### src/rtl/if_id_ex_pipe.sv
// Non-pipelined RV32I fetch/decode/execute front end: one instruction in flight,
// with a valid/data register per stage and valid&ready hand-offs between stages.
module if_id_ex_pipe #(
    parameter int WIDTH = 32
) (
    input  logic                 clk,
    input  logic                 rst,
    input  logic                 start,
    output logic [WIDTH-1:0]     imem_addr,
    input  logic [WIDTH-1:0]     imem_rdata,
    output logic [4:0]           rs1_addr,
    output logic [4:0]           rs2_addr,
    input  logic [WIDTH-1:0]     rs1_data,
    input  logic [WIDTH-1:0]     rs2_data,
    output logic                 exu_valid,
    output logic [3*WIDTH+12:0]  exu_data,
    input  logic                 lsu_ready,
    output logic [WIDTH-1:0]     pc,
    output logic [WIDTH-1:0]     inst
);

    localparam logic [WIDTH-1:0] RESET_PC   = 32'h8000_0000;
    localparam logic [6:0]       OPC_LUI    = 7'b0110111;
    localparam logic [6:0]       OPC_AUIPC  = 7'b0010111;
    localparam logic [6:0]       OPC_JAL    = 7'b1101111;
    localparam logic [6:0]       OPC_JALR   = 7'b1100111;
    localparam logic [6:0]       OPC_BRANCH = 7'b1100011;
    localparam logic [6:0]       OPC_LOAD   = 7'b0000011;
    localparam logic [6:0]       OPC_STORE  = 7'b0100011;
    localparam logic [6:0]       OPC_OPIMM  = 7'b0010011;
    localparam logic [6:0]       OPC_OP     = 7'b0110011;

    typedef struct packed {
        logic [4:0] rd;
        logic       reg_wen;
        logic       mem_wen;
        logic       mem_ren;
        logic [1:0] mem_size;
        logic       mem_unsigned;
        logic [1:0] wb_sel;
        logic       alu_imm;
        logic       alu_alt;
        logic [2:0] funct3;
        logic       is_lui;
        logic       is_auipc;
        logic       is_jal;
        logic       is_jalr;
        logic       is_branch;
        logic       is_mem;
    } ctrl_t;

    function automatic logic [WIDTH-1:0] imm_i(input logic [WIDTH-1:0] i);
        return {{20{i[31]}}, i[31:20]};
    endfunction

    function automatic logic [WIDTH-1:0] imm_s(input logic [WIDTH-1:0] i);
        return {{20{i[31]}}, i[31:25], i[11:7]};
    endfunction

    function automatic logic [WIDTH-1:0] imm_b(input logic [WIDTH-1:0] i);
        return {{19{i[31]}}, i[31], i[7], i[30:25], i[11:8], 1'b0};
    endfunction

    function automatic logic [WIDTH-1:0] imm_u(input logic [WIDTH-1:0] i);
        return {i[31:12], 12'h000};
    endfunction

    function automatic logic [WIDTH-1:0] imm_j(input logic [WIDTH-1:0] i);
        return {{11{i[31]}}, i[31], i[19:12], i[20], i[30:21], 1'b0};
    endfunction

    logic [WIDTH-1:0]    pc_q, pc_d;
    logic                boot_q, boot_d;
    logic                if_valid_q, if_valid_d;
    logic [WIDTH-1:0]    if_inst_q, if_inst_d, if_pc_q, if_pc_d;
    logic                id_valid_q, id_valid_d;
    logic [WIDTH-1:0]    id_pc_q, id_pc_d, id_rs1_q, id_rs1_d, id_rs2_q, id_rs2_d;
    logic [WIDTH-1:0]    id_imm_q, id_imm_d;
    ctrl_t               id_ctrl_q, id_ctrl_d;
    logic                ex_valid_q, ex_valid_d;
    logic [3*WIDTH+12:0] ex_data_q, ex_data_d;
    logic [WIDTH-1:0]    ex_npc_q, ex_npc_d;

    logic                fetch_s, if_hs_s, id_hs_s, ex_hs_s;
    ctrl_t               dec_s;
    logic [WIDTH-1:0]    dec_imm_s;
    logic [WIDTH-1:0]    op_b_s, agen_s, sra_s, alu_op_s, alu_s, npc_s;
    logic [4:0]          shamt_s;
    logic                taken_s;

    // A start pulse is only honoured when no stage holds an instruction.
    assign fetch_s = ~(if_valid_q | id_valid_q | ex_valid_q) & (boot_q | start);
    assign if_hs_s = if_valid_q & ~id_valid_q;
    assign id_hs_s = id_valid_q & ~ex_valid_q;
    assign ex_hs_s = ex_valid_q & lsu_ready;

    // Decode the IF-stage instruction into immediate and control fields.
    always_comb begin
        dec_s        = '0;
        dec_imm_s    = '0;
        dec_s.funct3 = if_inst_q[14:12];
        case (if_inst_q[6:0])
            OPC_LUI: begin
                dec_imm_s = imm_u(if_inst_q);
                dec_s.rd = if_inst_q[11:7];
                dec_s.reg_wen = 1'b1;
                dec_s.is_lui = 1'b1;
            end
            OPC_AUIPC: begin
                dec_imm_s = imm_u(if_inst_q);
                dec_s.rd = if_inst_q[11:7];
                dec_s.reg_wen = 1'b1;
                dec_s.is_auipc = 1'b1;
            end
            OPC_JAL: begin
                dec_imm_s = imm_j(if_inst_q);
                dec_s.rd = if_inst_q[11:7];
                dec_s.reg_wen = 1'b1;
                dec_s.wb_sel = 2'd2;
                dec_s.is_jal = 1'b1;
            end
            OPC_JALR: begin
                dec_imm_s = imm_i(if_inst_q);
                dec_s.rd = if_inst_q[11:7];
                dec_s.reg_wen = 1'b1;
                dec_s.wb_sel = 2'd2;
                dec_s.is_jalr = 1'b1;
            end
            OPC_BRANCH: begin
                dec_imm_s = imm_b(if_inst_q);
                dec_s.is_branch = 1'b1;
            end
            OPC_LOAD: begin
                dec_imm_s = imm_i(if_inst_q);
                dec_s.rd = if_inst_q[11:7];
                dec_s.reg_wen = 1'b1;
                dec_s.mem_ren = 1'b1;
                dec_s.mem_size = if_inst_q[13:12];
                dec_s.mem_unsigned = if_inst_q[14];
                dec_s.wb_sel = 2'd1;
                dec_s.is_mem = 1'b1;
            end
            OPC_STORE: begin
                dec_imm_s = imm_s(if_inst_q);
                dec_s.mem_wen = 1'b1;
                dec_s.mem_size = if_inst_q[13:12];
                dec_s.is_mem = 1'b1;
            end
            OPC_OPIMM: begin
                dec_imm_s = imm_i(if_inst_q);
                dec_s.rd = if_inst_q[11:7];
                dec_s.reg_wen = 1'b1;
                dec_s.alu_imm = 1'b1;
                dec_s.alu_alt = (if_inst_q[14:12] == 3'b101) & if_inst_q[30];
            end
            OPC_OP: begin
                dec_s.rd = if_inst_q[11:7];
                dec_s.reg_wen = 1'b1;
                dec_s.alu_alt = ((if_inst_q[14:12] == 3'b000) | (if_inst_q[14:12] == 3'b101)) & if_inst_q[30];
            end
            default: dec_imm_s = '0;
        endcase
    end

    // Execute: ALU, branch resolution and next-pc selection.
    always_comb begin
        op_b_s  = id_ctrl_q.alu_imm ? id_imm_q : id_rs2_q;
        shamt_s = op_b_s[4:0];
        agen_s  = id_rs1_q + id_imm_q;
        sra_s   = $signed(id_rs1_q) >>> shamt_s;
        case (id_ctrl_q.funct3)
            3'b000:  alu_op_s = id_ctrl_q.alu_alt ? (id_rs1_q - op_b_s) : (id_rs1_q + op_b_s);
            3'b001:  alu_op_s = id_rs1_q << shamt_s;
            3'b010:  alu_op_s = {{(WIDTH-1){1'b0}}, $signed(id_rs1_q) < $signed(op_b_s)};
            3'b011:  alu_op_s = {{(WIDTH-1){1'b0}}, id_rs1_q < op_b_s};
            3'b100:  alu_op_s = id_rs1_q ^ op_b_s;
            3'b101:  alu_op_s = id_ctrl_q.alu_alt ? sra_s : (id_rs1_q >> shamt_s);
            3'b110:  alu_op_s = id_rs1_q | op_b_s;
            3'b111:  alu_op_s = id_rs1_q & op_b_s;
            default: alu_op_s = '0;
        endcase
        case (id_ctrl_q.funct3)
            3'b000:  taken_s = (id_rs1_q == id_rs2_q);
            3'b001:  taken_s = (id_rs1_q != id_rs2_q);
            3'b100:  taken_s = ($signed(id_rs1_q) < $signed(id_rs2_q));
            3'b101:  taken_s = ($signed(id_rs1_q) >= $signed(id_rs2_q));
            3'b110:  taken_s = (id_rs1_q < id_rs2_q);
            3'b111:  taken_s = (id_rs1_q >= id_rs2_q);
            default: taken_s = 1'b0;
        endcase
        if (id_ctrl_q.is_lui) begin
            alu_s = id_imm_q;
        end else if (id_ctrl_q.is_auipc | id_ctrl_q.is_jal) begin
            alu_s = id_pc_q + id_imm_q;
        end else if (id_ctrl_q.is_jalr | id_ctrl_q.is_mem) begin
            alu_s = agen_s;
        end else begin
            alu_s = alu_op_s;
        end
        if (id_ctrl_q.is_jal | (id_ctrl_q.is_branch & taken_s)) begin
            npc_s = id_pc_q + id_imm_q;
        end else if (id_ctrl_q.is_jalr) begin
            npc_s = {agen_s[WIDTH-1:1], 1'b0};
        end else begin
            npc_s = id_pc_q + 32'd4;
        end
    end

    // Next-state for every stage register; each stage fills on its input handshake.
    always_comb begin
        pc_d       = pc_q;
        boot_d     = boot_q;
        if_valid_d = if_valid_q;
        if_inst_d  = if_inst_q;
        if_pc_d    = if_pc_q;
        id_valid_d = id_valid_q;
        id_pc_d    = id_pc_q;
        id_rs1_d   = id_rs1_q;
        id_rs2_d   = id_rs2_q;
        id_imm_d   = id_imm_q;
        id_ctrl_d  = id_ctrl_q;
        ex_valid_d = ex_valid_q;
        ex_data_d  = ex_data_q;
        ex_npc_d   = ex_npc_q;
        if (fetch_s) begin
            boot_d     = 1'b0;
            if_valid_d = 1'b1;
            if_inst_d  = imem_rdata;
            if_pc_d    = pc_q;
        end else if (if_hs_s) begin
            if_valid_d = 1'b0;
        end else begin
            if_valid_d = if_valid_q;
        end
        if (if_hs_s) begin
            id_valid_d = 1'b1;
            id_pc_d    = if_pc_q;
            id_rs1_d   = rs1_data;
            id_rs2_d   = rs2_data;
            id_imm_d   = dec_imm_s;
            id_ctrl_d  = dec_s;
        end else if (id_hs_s) begin
            id_valid_d = 1'b0;
        end else begin
            id_valid_d = id_valid_q;
        end
        if (id_hs_s) begin
            ex_valid_d = 1'b1;
            ex_npc_d   = npc_s;
            ex_data_d  = {alu_s, id_rs2_q, id_pc_q + 32'd4, id_ctrl_q.rd, id_ctrl_q.reg_wen,
                          id_ctrl_q.mem_wen, id_ctrl_q.mem_ren, id_ctrl_q.mem_size,
                          id_ctrl_q.mem_unsigned, id_ctrl_q.wb_sel};
        end else if (ex_hs_s) begin
            ex_valid_d = 1'b0;
            pc_d       = ex_npc_q;
        end else begin
            ex_valid_d = ex_valid_q;
        end
    end

    // State registers with synchronous active-low reset.
    always_ff @(posedge clk) begin
        if (!rst) begin
            pc_q       <= RESET_PC;
            boot_q     <= 1'b1;
            if_valid_q <= 1'b0;
            if_inst_q  <= '0;
            if_pc_q    <= '0;
            id_valid_q <= 1'b0;
            id_pc_q    <= '0;
            id_rs1_q   <= '0;
            id_rs2_q   <= '0;
            id_imm_q   <= '0;
            id_ctrl_q  <= '0;
            ex_valid_q <= 1'b0;
            ex_data_q  <= '0;
            ex_npc_q   <= '0;
        end else begin
            pc_q       <= pc_d;
            boot_q     <= boot_d;
            if_valid_q <= if_valid_d;
            if_inst_q  <= if_inst_d;
            if_pc_q    <= if_pc_d;
            id_valid_q <= id_valid_d;
            id_pc_q    <= id_pc_d;
            id_rs1_q   <= id_rs1_d;
            id_rs2_q   <= id_rs2_d;
            id_imm_q   <= id_imm_d;
            id_ctrl_q  <= id_ctrl_d;
            ex_valid_q <= ex_valid_d;
            ex_data_q  <= ex_data_d;
            ex_npc_q   <= ex_npc_d;
        end
    end

    assign imem_addr = pc_q;
    assign pc        = pc_q;
    assign inst      = if_inst_q;
    assign rs1_addr  = if_inst_q[19:15];
    assign rs2_addr  = if_inst_q[24:20];
    assign exu_valid = ex_valid_q;
    assign exu_data  = ex_data_q;

endmodule

### config.mk
export PLATFORM = sky130hd
export DESIGN_NAME = if_id_ex_pipe
export DESIGN_NICKNAME = d
export VERILOG_FILES = /design/src/rtl/if_id_ex_pipe.sv
export SDC_FILE = /design/constraint.sdc
export NUM_CORES = 2
export LEC_CHECK = 0
export ABC_AREA = 0
export CAP_MARGIN = 30
export CORE_ASPECT_RATIO = 0.8
export CORE_MARGIN = 5
export CORE_UTILIZATION = 45
export CTS_CLUSTER_SIZE = 20
export DETAILED_ROUTE_END_ITERATION = 12
export PLACE_DENSITY = 0.66
export SYNTH_ARGS = -nofsm -noshare
export SYNTH_HDL_FRONTEND = slang
export SYNTH_SLANG_ARGS = --single-unit
### constraint.sdc
create_clock -name clk -period 5.1 [get_ports clk]
set_input_delay 1.02 -clock clk [delete_from_list [all_inputs] [get_ports clk]]
set_output_delay 1.02 -clock clk [all_outputs]
set_load 0.1 [all_outputs]
=== Yosys cells after proc, flatten, opt, wreduce, memory -nomap -nowiden ===
Index checks and enable logic that the tools add are counted.
Widths: inputs -> output; s select.

* Output and inout port bits: 216
* Bits in registers: 393
* Word-level logic and storage cells: 125
* Input bits: 100

* Equality and inequality tests: 19
* $add $sub $neg: 5
* Reductions and logical operators: 11
* Shifts and indexed selects: 3
* Multiplexer cells: 31
* Order comparisons: 6
* Bitwise logic cells: 21

{| class="wikitable"
|+ Operator list
! kind !! count
|-
| $mux 32 || 8
|-
| $pmux 32 s8 || 1
|-
| $pmux 32 s5 || 1
|-
| $lt 32x32->1 || 4
|-
| $add 32x32->32 || 3
|-
| $ge 32x32->1 || 2
|-
| $add 32x3->32 const B || 1
|-
| $and 32x32->32 || 1
|-
| $eq 32x32->1 || 1
|-
| $ne 32x32->1 || 1
|-
| $or 32x32->32 || 1
|-
| $shl 32x5->32 || 1
|-
| $shr 32x5->32 || 1
|-
| $sshr 32x5->32 || 1
|-
| $sub 32x32->32 || 1
|-
| $xor 32x32->32 || 1
|-
| $eq 7x6->1 const B || 3
|-
| $eq 7x7->1 const B || 3
|-
| $mux 1 || 16
|-
| $eq 3x3->1 const B || 5
|-
| $eq 7x5->1 const B || 2
|-
| $and 1x1->1 || 7
|-
| $eq 7x2->1 const B || 1
|-
| $or 1x1->1 || 7
|-
| other kinds (14) || 23
|}

=== Logic depth before layout (Yosys ltp) ===
* Depth in word-level cells: 7
* Depth in mapped cells: 20
* Mapped depth without buffers: 16

=== Worst setup path before layout ===
Ideal clock, no wire load.

* Path kind: reg-to-reg
* Start point: reg id_ctrl_q[10] (netlist name)
* End point: reg ex_data_q[104], in the netlist exu_data[104]
* Slack: 770 ps
* Arrival: 4204 ps
* Clock period less this slack: 4330 ps
* Cell stages (with the launch flop): 19
* Required time: 4974 ps
* Cell sequence: dfxtp_1 -> buf_2 -> o21a_1 -> clkbuf_1 -> clkbuf_1 -> buf_1 -> buf_2 -> ha_1 -> inv_1 -> o311a_1 -> o2111ai_2 -> a211oi_1 -> o31ai_2 -> o31a_1 -> o211ai_2 -> a21boi_2 -> xnor2_1 -> a2111oi_0 -> o21bai_1

* Longest elaborated chain between the ends: 7

{| class="wikitable"
|+ RTL lines
! item !! line !! source
|-
| from (decl) || 79 || <nowiki>ctrl_t id_ctrl_q, id_ctrl_d;</nowiki>
|-
| from (signal assigned) || 289 || <nowiki>id_ctrl_q <= id_ctrl_d;</nowiki>
|-
| $mux 32 * || 167 || <nowiki>op_b_s = id_ctrl_q.alu_imm ? id_imm_q : id_rs2_q;</nowiki>
|-
| $add 32x32->32, or another cell as far along || 172 || <nowiki>3'b000: alu_op_s = id_ctrl_q.alu_alt ? (id_rs1_q - op_b_s) : (id_rs1_q + op_b_s);</nowiki>
|-
| $mux 32 (on tied branches) || 172, 177 ||
|-
| $pmux 32 s8 * || 171 || <nowiki>case (id_ctrl_q.funct3)</nowiki>
|-
| $mux 32 * || 195 || <nowiki>end else if (id_ctrl_q.is_jalr | id_ctrl_q.is_mem) begin</nowiki>
|-
| $mux 32 * || 193 || <nowiki>end else if (id_ctrl_q.is_auipc | id_ctrl_q.is_jal) begin</nowiki>
|-
| $mux 32 * || 191 || <nowiki>if (id_ctrl_q.is_lui) begin</nowiki>
|-
| to (signal assigned) || 291 || <nowiki>ex_data_q <= ex_data_d;</nowiki>
|-
| to (decl) || 81 || <nowiki>logic [3*WIDTH+12:0] ex_data_q, ex_data_d;</nowiki>
|}

Every way passes the cells marked *; elsewhere a longest branch is shown, timed or not.
A chain may end at the register's enable or synchronous reset.

=== Worst setup path after layout ===
* Start point: reg id_ctrl_q[10] (netlist name)
* End point: reg ex_data_q[108], in the netlist exu_data[108]

Same word-level chain as after synthesis.

==> flow_summary_export.csv <==
group,metric,value,unit
outcome,outcome,"completed",
clocking,cts.repair.resized,0,
global_route,grt_util_all_layers,0.378,
synthesis,synth_sequential_area_ratio,0.276,
floorplanning,chipWidth,292,um
timing,grt_setup_unrepaired,"no",
clocking,clock_insertion_delay_worst_skew,610,ps
floorplanning,start_util,0.455,
synthesis,synth_top_area_frac,0.276,
timing,post_route_skew,36.2,ps
layout,finalNetCount,4462,
floorplanning,floorplan.io_pins,316,
worst_setup_path,worst-endpoint-required,5550,ps
routing,final_antenna_net_count,0,
hold_path,holdCritPathClass,"reg2reg",
floorplanning,die_area,68600,sq um
clocking,tritoncts,"done",
routing,routed_via_density,6.27,
timing,fmaxAchievable,217,MHz
worst_setup_path,type_of_element_launching_the_critical_path,"register",
routing,wl_per_cell,27.5,um
routing,totalWireLength,139000,um
global_route,first_global_vias,28300,
placed_design,hpwl,107000,um
clocking,htree_levels,2,
synthesis,synth-edff-count,0,
synthesis,synthesis.area_per_instance,7.18,sq um
synthesis,synthesis.area,28500,sq um
routing,drc_errors,0,
layout,drive_above_1_share,0.0648,
timing,final.setup.worst_slack,498,ps
global_route,global_route_wire_length_before_repair,198000,um
timing,setup_viol,0,
global_route,maximum_number_of_pins_on_one_net_before_global_route_repair,189,
placed_design,place.gp.congestion,1.09,
synthesis,post-synth-top-area-cell,"dfxtp_1",
flow_run,drv.max_cap_violation_count,0,
layout,fillerInstances,6158,
clocking,cts_setup_buffers,0,
routing,route.vias.total,31700,
timing,number_of_max_slew_violations_in_the_final_report,0,
routing,drt-initial-drc-count,4646,
worst_setup_path,crit_fanout,28,
global_route,grt_antenna_before_repair,10,
floorplanning,core-area,62700,sq um
floorplanning,die-height,235,um
timing,setup_tns,0,ps
worst_setup_path,path_class,"reg2reg",
clocking,cts.sinks,393,
synthesis,synthesis.instances,3973,
layout,postLayoutCoreUtil,0.544,
timing,timing_worst_slew_pin_value,1070,ps
placed_design,count_of_buffers_inserted_at_the_top_level_ports,315,
pwr,powerDensity,415,nW/um^2
placed_design,post-place-ws,687,ps
pwr,static-leakage-power,13.5,nW
routing,drtPass1Iterations,6,
clocking,post_cts_hold_buffer_count,0,
synthesis,synthesis.nets,4269,
worst_setup_path,crit_path_end_kind,"register",
timing,timing.final.hold_violations,0,
clocking,clock_transition_at_the_register_clock_pins_on_the_worst_setup_and_hold_paths_after_cts,70,ps
synthesis,synth-warning-count,0,
clocking,cts-buffers-inserted,43,
floorplanning,std_cell_rows,82,
clocking,clockBufferDepth,3,
pwr,post-layout-total-power,0.0141,W
clocking,clockRootBuffer,"clkbuf_16",
synthesis,synthFlopType,"dfxtp_1",
synthesis,yosys.cell_types.count,89,
global_route,grt_overflow_total,0,
layout,area.growth.synth_to_final,19.5,%
synthesis,synth.top_cells.by_area,"dfxtp_1 28%, nand2_1 10%, a21oi_1 9.9%",
synthesis,postSynthRegisterBits,393,
synthesis,asyncSetResetFlopFracSynth,0,
timing,slew-limit-headroom,0.282,
layout,largest_reg_flops,109,
worst_setup_path,crit_arrival,5050,ps
pwr,ir_worst_vdd,0.254,mV
timing,min_period_over_period,0.902,
timing,fin_crit,4600,ps
through the flow:
step                      instances  hold slack [ps]  area, sq um
after floorplan                3973              425        28500
after global placement         4955              441        32500
after detailed placement       4961              441        32600
after CTS                      5040              435        34100
after global routing           5040              449        34100
final                          5048              445        34100
synthesized netlist by cell type, types with 66 or more instances:
| master | number |
|---|---|
| a211oi_1 | 66 |
| dfxtp_1 | 393 |
| mux2i_1 | 118 |
| nor2_1 | 302 |
| nand3_1 | 68 |
| clkbuf_1 | 207 |
| o21ai_0 | 215 |
| nand2_1 | 789 |
| ha_1 | 192 |
| a21oi_1 | 564 |
| xnor2_1 | 68 |
| inv_1 | 156 |
power by group:
part	switching (W)	internal, W
combinational	0.00506	0.00202
clock	0.00139	0.00185
sequential	0.000444	0.00338
critical path: stages, from the launching register on:
cell	delay [ps]
dfxtp_2	510
buf_4	400
nand2_1	100
o21a_1	160
ha_1	460
inv_1	170
nor4_1	570
nand4_1	290
o211ai_1	400
nand3_1	200
a21oi_1	300
a211oi_1	100
a211oi_1	260
mux2i_1	110
o21ai_0	250
a21oi_1	110
cell usage in the layout, fill, tap and decap left out, types with 22 or more instances in the layout:
cell               n
mux2i_1          117
clkdlybuf4s50_1  315
dfxtp_1          391
o21bai_1          22
xnor2_1           68
o211ai_1          46
nand2_1          789
clkbuf_16         43
nor3_1            35
a21oi_1          564
nor2_1           300
inv_1            156
a31oi_1           43
xor2_1            60
ha_1             192
a21o_1            56
o21a_1            47
and3_1            30
o221ai_1          24
nand2b_1          26
a221oi_1          24
nand3_1           68
buf_4            129
o21ai_0          213
a211oi_1          66
layer usage:
metal | wire [um] | GRT usage | vias to the layer above
met3 | 19700 | 0.135 | 269
met1 | 59800 | 0.551 | 15000
li1 | - | - | 14400
met2 | 54500 | 0.525 | 2019
met4 | 4590 | 0.101 | 8
met5 | 54 | 0 | -
cell families after synthesis:
group | share of synthesized area
and+or+nand+nor | 0.200
AOI/OAI and AO/OA | 0.276
buffers and inverters | 0.0702
DFF | 0.276
adders and majority gates | 0.0870
muxes | 0.0513
xor gates and xnor gates | 0.0393
path summary, 6_finish.rpt:
check	from	to	slack [ps]	cells after the start
worst max register to register	id_ctrl_q[10]	exu_data[108]	500	15
worst max-delay path	id_ctrl_q[10]	exu_data[108]	500	15
worst min register to register	if_pc_q[22]	id_pc_q[22]	440	2
worst min-delay path	if_pc_q[22]	id_pc_q[22]	440	2
cell type report:
cell class	count	area, sq um	share of cell area
Multi-Input combinational cell	3109	18700	0.550
Tap cell	840	1050	0.0308
Clock buffer	63	1230	0.0361
Timing Repair Buffer	456	4330	0.127
Inverter	163	624	0.0183
Antenna cell	8	20.0	0.000587
Sequential cell	393	7870	0.231
Clock inverter	16	221	0.00650
Note: power is estimated with default switching activity, not from simulation.
